### config.mk
export PLATFORM = sky130hd
export DESIGN_NAME = uart_line_rx
export DESIGN_NICKNAME = d
export VERILOG_FILES = /design/src/rtl/uart_line_rx.sv
export SDC_FILE = /design/constraint.sdc
export NUM_CORES = 1
export LEC_CHECK = 0
export CORE_ASPECT_RATIO = 0.7
export CORE_UTILIZATION = 50
export DETAILED_ROUTE_END_ITERATION = 10
export PLACE_DENSITY = 0.91
export SLEW_MARGIN = 20
export SYNTH_ARGS = -nofsm -noshare
export SYNTH_HDL_FRONTEND = slang
export SYNTH_SLANG_ARGS = --single-unit
### constraint.sdc
create_clock -name clk_50M -period 2.9 [get_ports clk_50M]
set_input_delay 0.58 -clock clk_50M [delete_from_list [all_inputs] [get_ports clk_50M]]
set_output_delay 0.58 -clock clk_50M [all_outputs]
set_load 0.01 [all_outputs]
### src/rtl/uart_line_rx.sv
// 8N1 UART receiver with a newline-terminated line buffer.
// Completed lines are held under a valid/ack handshake.
module uart_line_rx #(
  parameter int CLK_FREQ = 50_000_000,
  parameter int BAUD     = 115200,
  parameter int MAX_LEN  = 53
) (
  input  logic       clk_50M,
  input  logic       rst_n,
  input  logic       rxd,
  output logic [7:0] rx_byte,
  output logic       rx_byte_valid,
  output logic       frame_err,
  output logic [7:0] line [0:MAX_LEN-1],
  output logic [7:0] line_len,
  output logic       line_valid,
  input  logic       line_ack,
  output logic       line_trunc,
  output logic       rx_overrun
);

  localparam int CPB  = CLK_FREQ / BAUD;
  localparam int HALF = CPB / 2;

  // Counters reload with N-1 so the sample lands exactly N edges later.
  localparam logic [8:0] CPB_LD  = 9'(CPB - 1);
  localparam logic [8:0] HALF_LD = 9'(HALF - 1);
  localparam logic [7:0] MAX_L   = 8'(MAX_LEN);

  localparam logic [7:0] CH_CR = 8'h0D;
  localparam logic [7:0] CH_LF = 8'h0A;

  localparam logic [2:0] S_IDLE  = 3'd0;
  localparam logic [2:0] S_START = 3'd1;
  localparam logic [2:0] S_DATA  = 3'd2;
  localparam logic [2:0] S_STOP  = 3'd3;
  localparam logic [2:0] S_WAIT  = 3'd4;

  logic [2:0] sync;
  logic       rxs;
  logic       rxs_q;
  logic [2:0] state;
  logic [8:0] cnt;
  logic [2:0] bit_idx;
  logic [7:0] shreg;
  logic [7:0] fill;
  logic       trunc;
  logic       is_cr;
  logic       is_lf;

  assign rxs   = sync[1];
  assign rxs_q = sync[2];
  assign is_cr = (rx_byte == CH_CR);
  assign is_lf = (rx_byte == CH_LF);

  // Synchroniser resets to idle-high so reset release is not a start edge.
  always_ff @(posedge clk_50M or negedge rst_n) begin
    if (!rst_n) begin
      sync <= 3'b111;
    end else begin
      sync <= {sync[1:0], rxd};
    end
  end

  always_ff @(posedge clk_50M or negedge rst_n) begin
    if (!rst_n) begin
      state         <= S_IDLE;
      cnt           <= '0;
      bit_idx       <= '0;
      shreg         <= '0;
      rx_byte       <= '0;
      rx_byte_valid <= 1'b0;
      frame_err     <= 1'b0;
    end else begin
      rx_byte_valid <= 1'b0;
      frame_err     <= 1'b0;
      if (cnt != 9'd0) cnt <= cnt - 9'd1;
      unique case (state)
        S_IDLE: begin
          if (rxs_q && !rxs) begin
            cnt   <= HALF_LD;
            state <= S_START;
          end
        end
        S_START: begin
          if (cnt == 9'd0) begin
            if (rxs) begin
              state <= S_IDLE;
            end else begin
              cnt     <= CPB_LD;
              bit_idx <= '0;
              state   <= S_DATA;
            end
          end
        end
        S_DATA: begin
          if (cnt == 9'd0) begin
            shreg   <= {rxs, shreg[7:1]};
            cnt     <= CPB_LD;
            bit_idx <= bit_idx + 3'd1;
            if (bit_idx == 3'd7) state <= S_STOP;
          end
        end
        S_STOP: begin
          if (cnt == 9'd0) begin
            if (rxs) begin
              rx_byte       <= shreg;
              rx_byte_valid <= 1'b1;
              state         <= S_IDLE;
            end else begin
              frame_err <= 1'b1;
              state     <= S_WAIT;
            end
          end
        end
        S_WAIT: begin
          if (rxs) state <= S_IDLE;
        end
        default: state <= S_IDLE;
      endcase
    end
  end

  // A byte arriving on the ack edge is still dropped so the frozen
  // buffer never mixes with the next line.
  always_ff @(posedge clk_50M or negedge rst_n) begin
    if (!rst_n) begin
      for (int i = 0; i < MAX_LEN; i++) line[i] <= '0;
      line_len   <= '0;
      line_valid <= 1'b0;
      line_trunc <= 1'b0;
      rx_overrun <= 1'b0;
      fill       <= '0;
      trunc      <= 1'b0;
    end else begin
      if (line_valid && line_ack) begin
        line_valid <= 1'b0;
        rx_overrun <= 1'b0;
      end
      if (rx_byte_valid) begin
        if (line_valid) begin
          rx_overrun <= 1'b1;
        end else if (is_lf) begin
          if (fill != 8'd0) begin
            line_len   <= fill;
            line_valid <= 1'b1;
            line_trunc <= trunc;
            fill       <= '0;
            trunc      <= 1'b0;
          end
        end else if (!is_cr) begin
          if (fill < MAX_L) begin
            for (int i = 0; i < MAX_LEN; i++) begin
              if (fill == 8'(i)) line[i] <= rx_byte;
            end
            fill <= fill + 8'd1;
          end else begin
            trunc <= 1'b1;
          end
        end
      end
    end
  end

endmodule

==> results.yml <==
clocking:
  clk_pin_slew_worst_paths_ps: 60
  clockBufferDepth: 3
  cts.sinks: 480
  clock_latency_ps: 570
  numCtsBuffers: 45
  htree_levels: 2
  root_buffer: "clkbuf_16"
  cts_tree: "built"
pwr:
  swShare: 0.220
  leakage_nw: 12.2
  max-vdd-ir-drop_mv: 0.472
  p_clk_frac: 0.446
  power_switching_mw: 2.89
  p_comb_frac: 0.033
  internal_power_mw: 10.2
  power.density_nw_per_um2: 513
  power.share.sequential: 0.521
worst_hold_path:
  min_from: "sync[0]"
  holdPathStages: 0
  holdPathEnd: "sync[1]"
  min_path_type: "reg2reg"
drt:
  route.vias.total: 12500
  post_drt_wl_per_cell_um: 24.2
  viasPerCell: 5.51
  dr.pass1.iters: 5
  drt_wl_total_um: 55000
  drc: 0
  drtIter0Drc: 630
  ant_nets: 0
critical_path:
  worstReg2RegStart: "fill[6]"
  slowest_stage: "or4b_1"
  critical_path_buf_inv_count: 0
  critical_path.max_stage_delay_ps: 750
  r2r_end: "line[204]"
  required_ps: 3330
  cp.arrival_ps: 3110
  worstPathMaxFanout: 9
  reg2reg_slack_ps: 220
  cp-start-kind: "flop"
  worstSetupEndpointType: "flop"
  crit_chain: "or4b_1 -> or3_1 -> nor2_8 -> mux2_1"
  critPathKind: "reg2reg"
  ff2ff_path_depth: 4
  crit_family: "simple AND/OR/NAND/NOR gates"
placed_design:
  dp_hpwl_um: 37100
  port_buffers: 448
  place.gp.congestion: 0.926
logic_synthesis:
  synth_cell_types: 59
  ys_warn_count: 0
  yosysSeqAreaShare: 0.635
  synth_area_um2: 18900
  avgSynthCellArea_um2: 14.8
  synth-seq-cells: 480
  synth_edf_count: 0
  synthCells: 1283
  async_flop_share: 1.00
  syn-num-nets: 1297
  ys.flop_type: "dfrtp_1"
layout:
  drive_gt1_frac: 0.313
  area_growth_syn_to_layout_pct: 35.2
  utilization: 0.688
  antenna_cells: 0
  nNetsFinal: 1764
global_routing:
  grt_pass1_wl_um: 81900
  antenna_found_initial: 1
  grt_util_all_layers: 0.283
  grt_max_degree: 83
  grt-ovfl-total: 0
  grt_pass1_vias: 13100
timing:
  setup-tns-final_ps: 0
  fin_crit_sh: 0.926
  timing.fmax_mhz: 372
  worst_pin_slew_ps: 784
  setup_violations: 0
  hold_viol: 0
  rsz0062_at_grt: "no"
  period_needed_ps: 2680
  maxSlewHeadroom: 0.477
  drv_slew: 0
  fin_worst_skew_ps: 19.5
die:
  initial_core_util: 0.509
  core_um2: 37200
  dieArea_um2: 38700
  boundaryPins: 449
  rows: 59
  die_width_um: 235
  die_h_um: 165
outcome:
  status: "finished, final reports clean"
run:
  drv_cap: 0
-- registers in the layout, indices dropped and copies added, names as in the netlist --
| signal | cells |
|---|---|
| trunc | 1 |
| cnt | 9 |
| shreg | 8 |
| line_trunc | 1 |
| state | 3 |
| rx_byte | 8 |
| sync | 3 |
| fill | 8 |
| line_len | 8 |
| line | 424 |
| frame_err | 1 |
| rx_overrun | 1 |
| rx_byte_valid | 1 |
| line_valid | 1 |
| bit_idx | 3 |
-- layer usage --
layer  vias to the layer above  wire length (um)  global-route usage
met1                      6555             23900               0.384
li1                       5449                 -                   -
met3                        96              3480              0.0660
met4                         0              1510              0.0848
met5                         -                 0                   0
met2                       409             26100               0.455
-- area by class of cell --
cell class / instances / area (um^2)
clock buffer: 67 / 1280
clock inverter: 13 / 166
fill: 2519 / 11600
inverter: 12 / 45.0
multi-input combinational: 721 / 6600
sequential: 480 / 12000
tap: 488 / 611
timing repair buffer: 490 / 4880
-- metrics by stage --
stage / total power [mW] / hold slack (ps) / std cells / cell area, um^2 / setup WS, ps
detailed placement: 7.40 / 349 / 2190 / 24100 / 228
global placement: 7.37 / 346 / 2190 / 24100 / 293
CTS: 13.3 / 359 / 2271 / 25600 / 5.38
global route: 13.6 / 363 / 2271 / 25600 / 109
floorplan: 7.17 / 284 / 1283 / 18900 / 595
finish: 13.1 / 359 / 2271 / 25600 / 215
-- cell usage in the layout (no fill, tap or decap), types with 4 or more instances in the layout --
| cell | n |
|---|---|
| dfrtp_1 | 469 |
| clkdlybuf4s50_1 | 447 |
| mux2_2 | 399 |
| nand2_1 | 88 |
| clkbuf_16 | 45 |
| buf_4 | 33 |
| mux2_1 | 32 |
| nor2_1 | 29 |
| nand3_1 | 19 |
| nor2_2 | 18 |
| o21ai_0 | 16 |
| clkbuf_1 | 15 |
| inv_1 | 11 |
| ha_1 | 10 |
| a21oi_1 | 9 |
| nand4_1 | 8 |
| dfrtp_2 | 8 |
| nand2b_1 | 7 |
| clkbuf_8 | 7 |
| clkinv_2 | 7 |
| xor2_1 | 6 |
| nor3_2 | 6 |
| nor4_1 | 5 |
| o31ai_1 | 5 |
| buf_12 | 5 |
| and3_1 | 4 |
| or3_1 | 4 |
| a211oi_1 | 4 |
| a22o_1 | 4 |
| or4_1 | 4 |
| nand2_2 | 4 |
-- worst max-delay path by stage --
stage	start	slack (ps)	to	cells after the start
6_report	fill[6]	220	line[204]	4
5_1_grt	rx_byte[2]	110	rx_byte[2]	2
4_1_cts	rx_byte[2]	5	rx_byte[2]	2
3_5_place_dp	fill[6]	230	line[331]	4
3_3_place_gp	fill[6]	290	line[332]	4
2_1_floorplan	cnt[2]	600	cnt[0]	9
-- synth_stat cells (all sizes together) (2+ instances only) --
cell type / n / area, um^2
a211o: 2 / 17.5
a211oi: 5 / 50.1
a21oi: 9 / 45.0
a22o: 4 / 35.0
and2: 2 / 12.5
and3: 4 / 25.0
buf: 9 / 46.3
clkbuf: 61 / 229
dfrtp: 477 / 11900
dfstp: 3 / 78.8
ha: 10 / 125
inv: 12 / 45.0
mux2: 431 / 4850
nand2: 92 / 355
nand2b: 7 / 43.8
nand3: 20 / 105
nand4: 9 / 62.6
nor2: 50 / 282
nor2b: 3 / 18.8
nor3: 9 / 86.3
nor3b: 3 / 22.5
nor4: 6 / 52.6
o21ai: 16 / 80.1
o311ai: 2 / 17.5
o31ai: 5 / 37.5
or3: 4 / 25.0
or4: 5 / 41.3
xor2: 6 / 52.6
-- timing repair --
item,4_1_cts,5_1_grt
buffers inserted,0,0
endpoints found under the setup margin,0,3
gates resized for setup,0,3
hold endpoints to repair,52,0
hold buffers,1,0
-- power by group through the flow --
| stage | logic [mW] | clock network, mW | registers, mW |
|---|---|---|---|
| 2_1_floorplan | 0.242 | 0 | 6.93 |
| 3_3_place_gp | 0.416 | 0 | 6.96 |
| 3_5_place_dp | 0.437 | 0 | 6.96 |
| 4_1_cts | 0.438 | 5.98 | 6.84 |
| 5_1_grt | 0.498 | 6.25 | 6.85 |
| 6_report | 0.429 | 5.85 | 6.85 |
-- logic make-up after synthesis --
| family | share of synthesized area |
|---|---|
| XOR/XNOR | 0.00278 |
| AO/OA/AOI/OAI | 0.0194 |
| multiplexers | 0.256 |
| buffers and inverters | 0.0169 |
| adder cells (fa/ha/maj) | 0.00661 |
| AND/OR/NAND/NOR | 0.0633 |
| flip-flops | 0.635 |
Power figures use the tool's default switching activity.
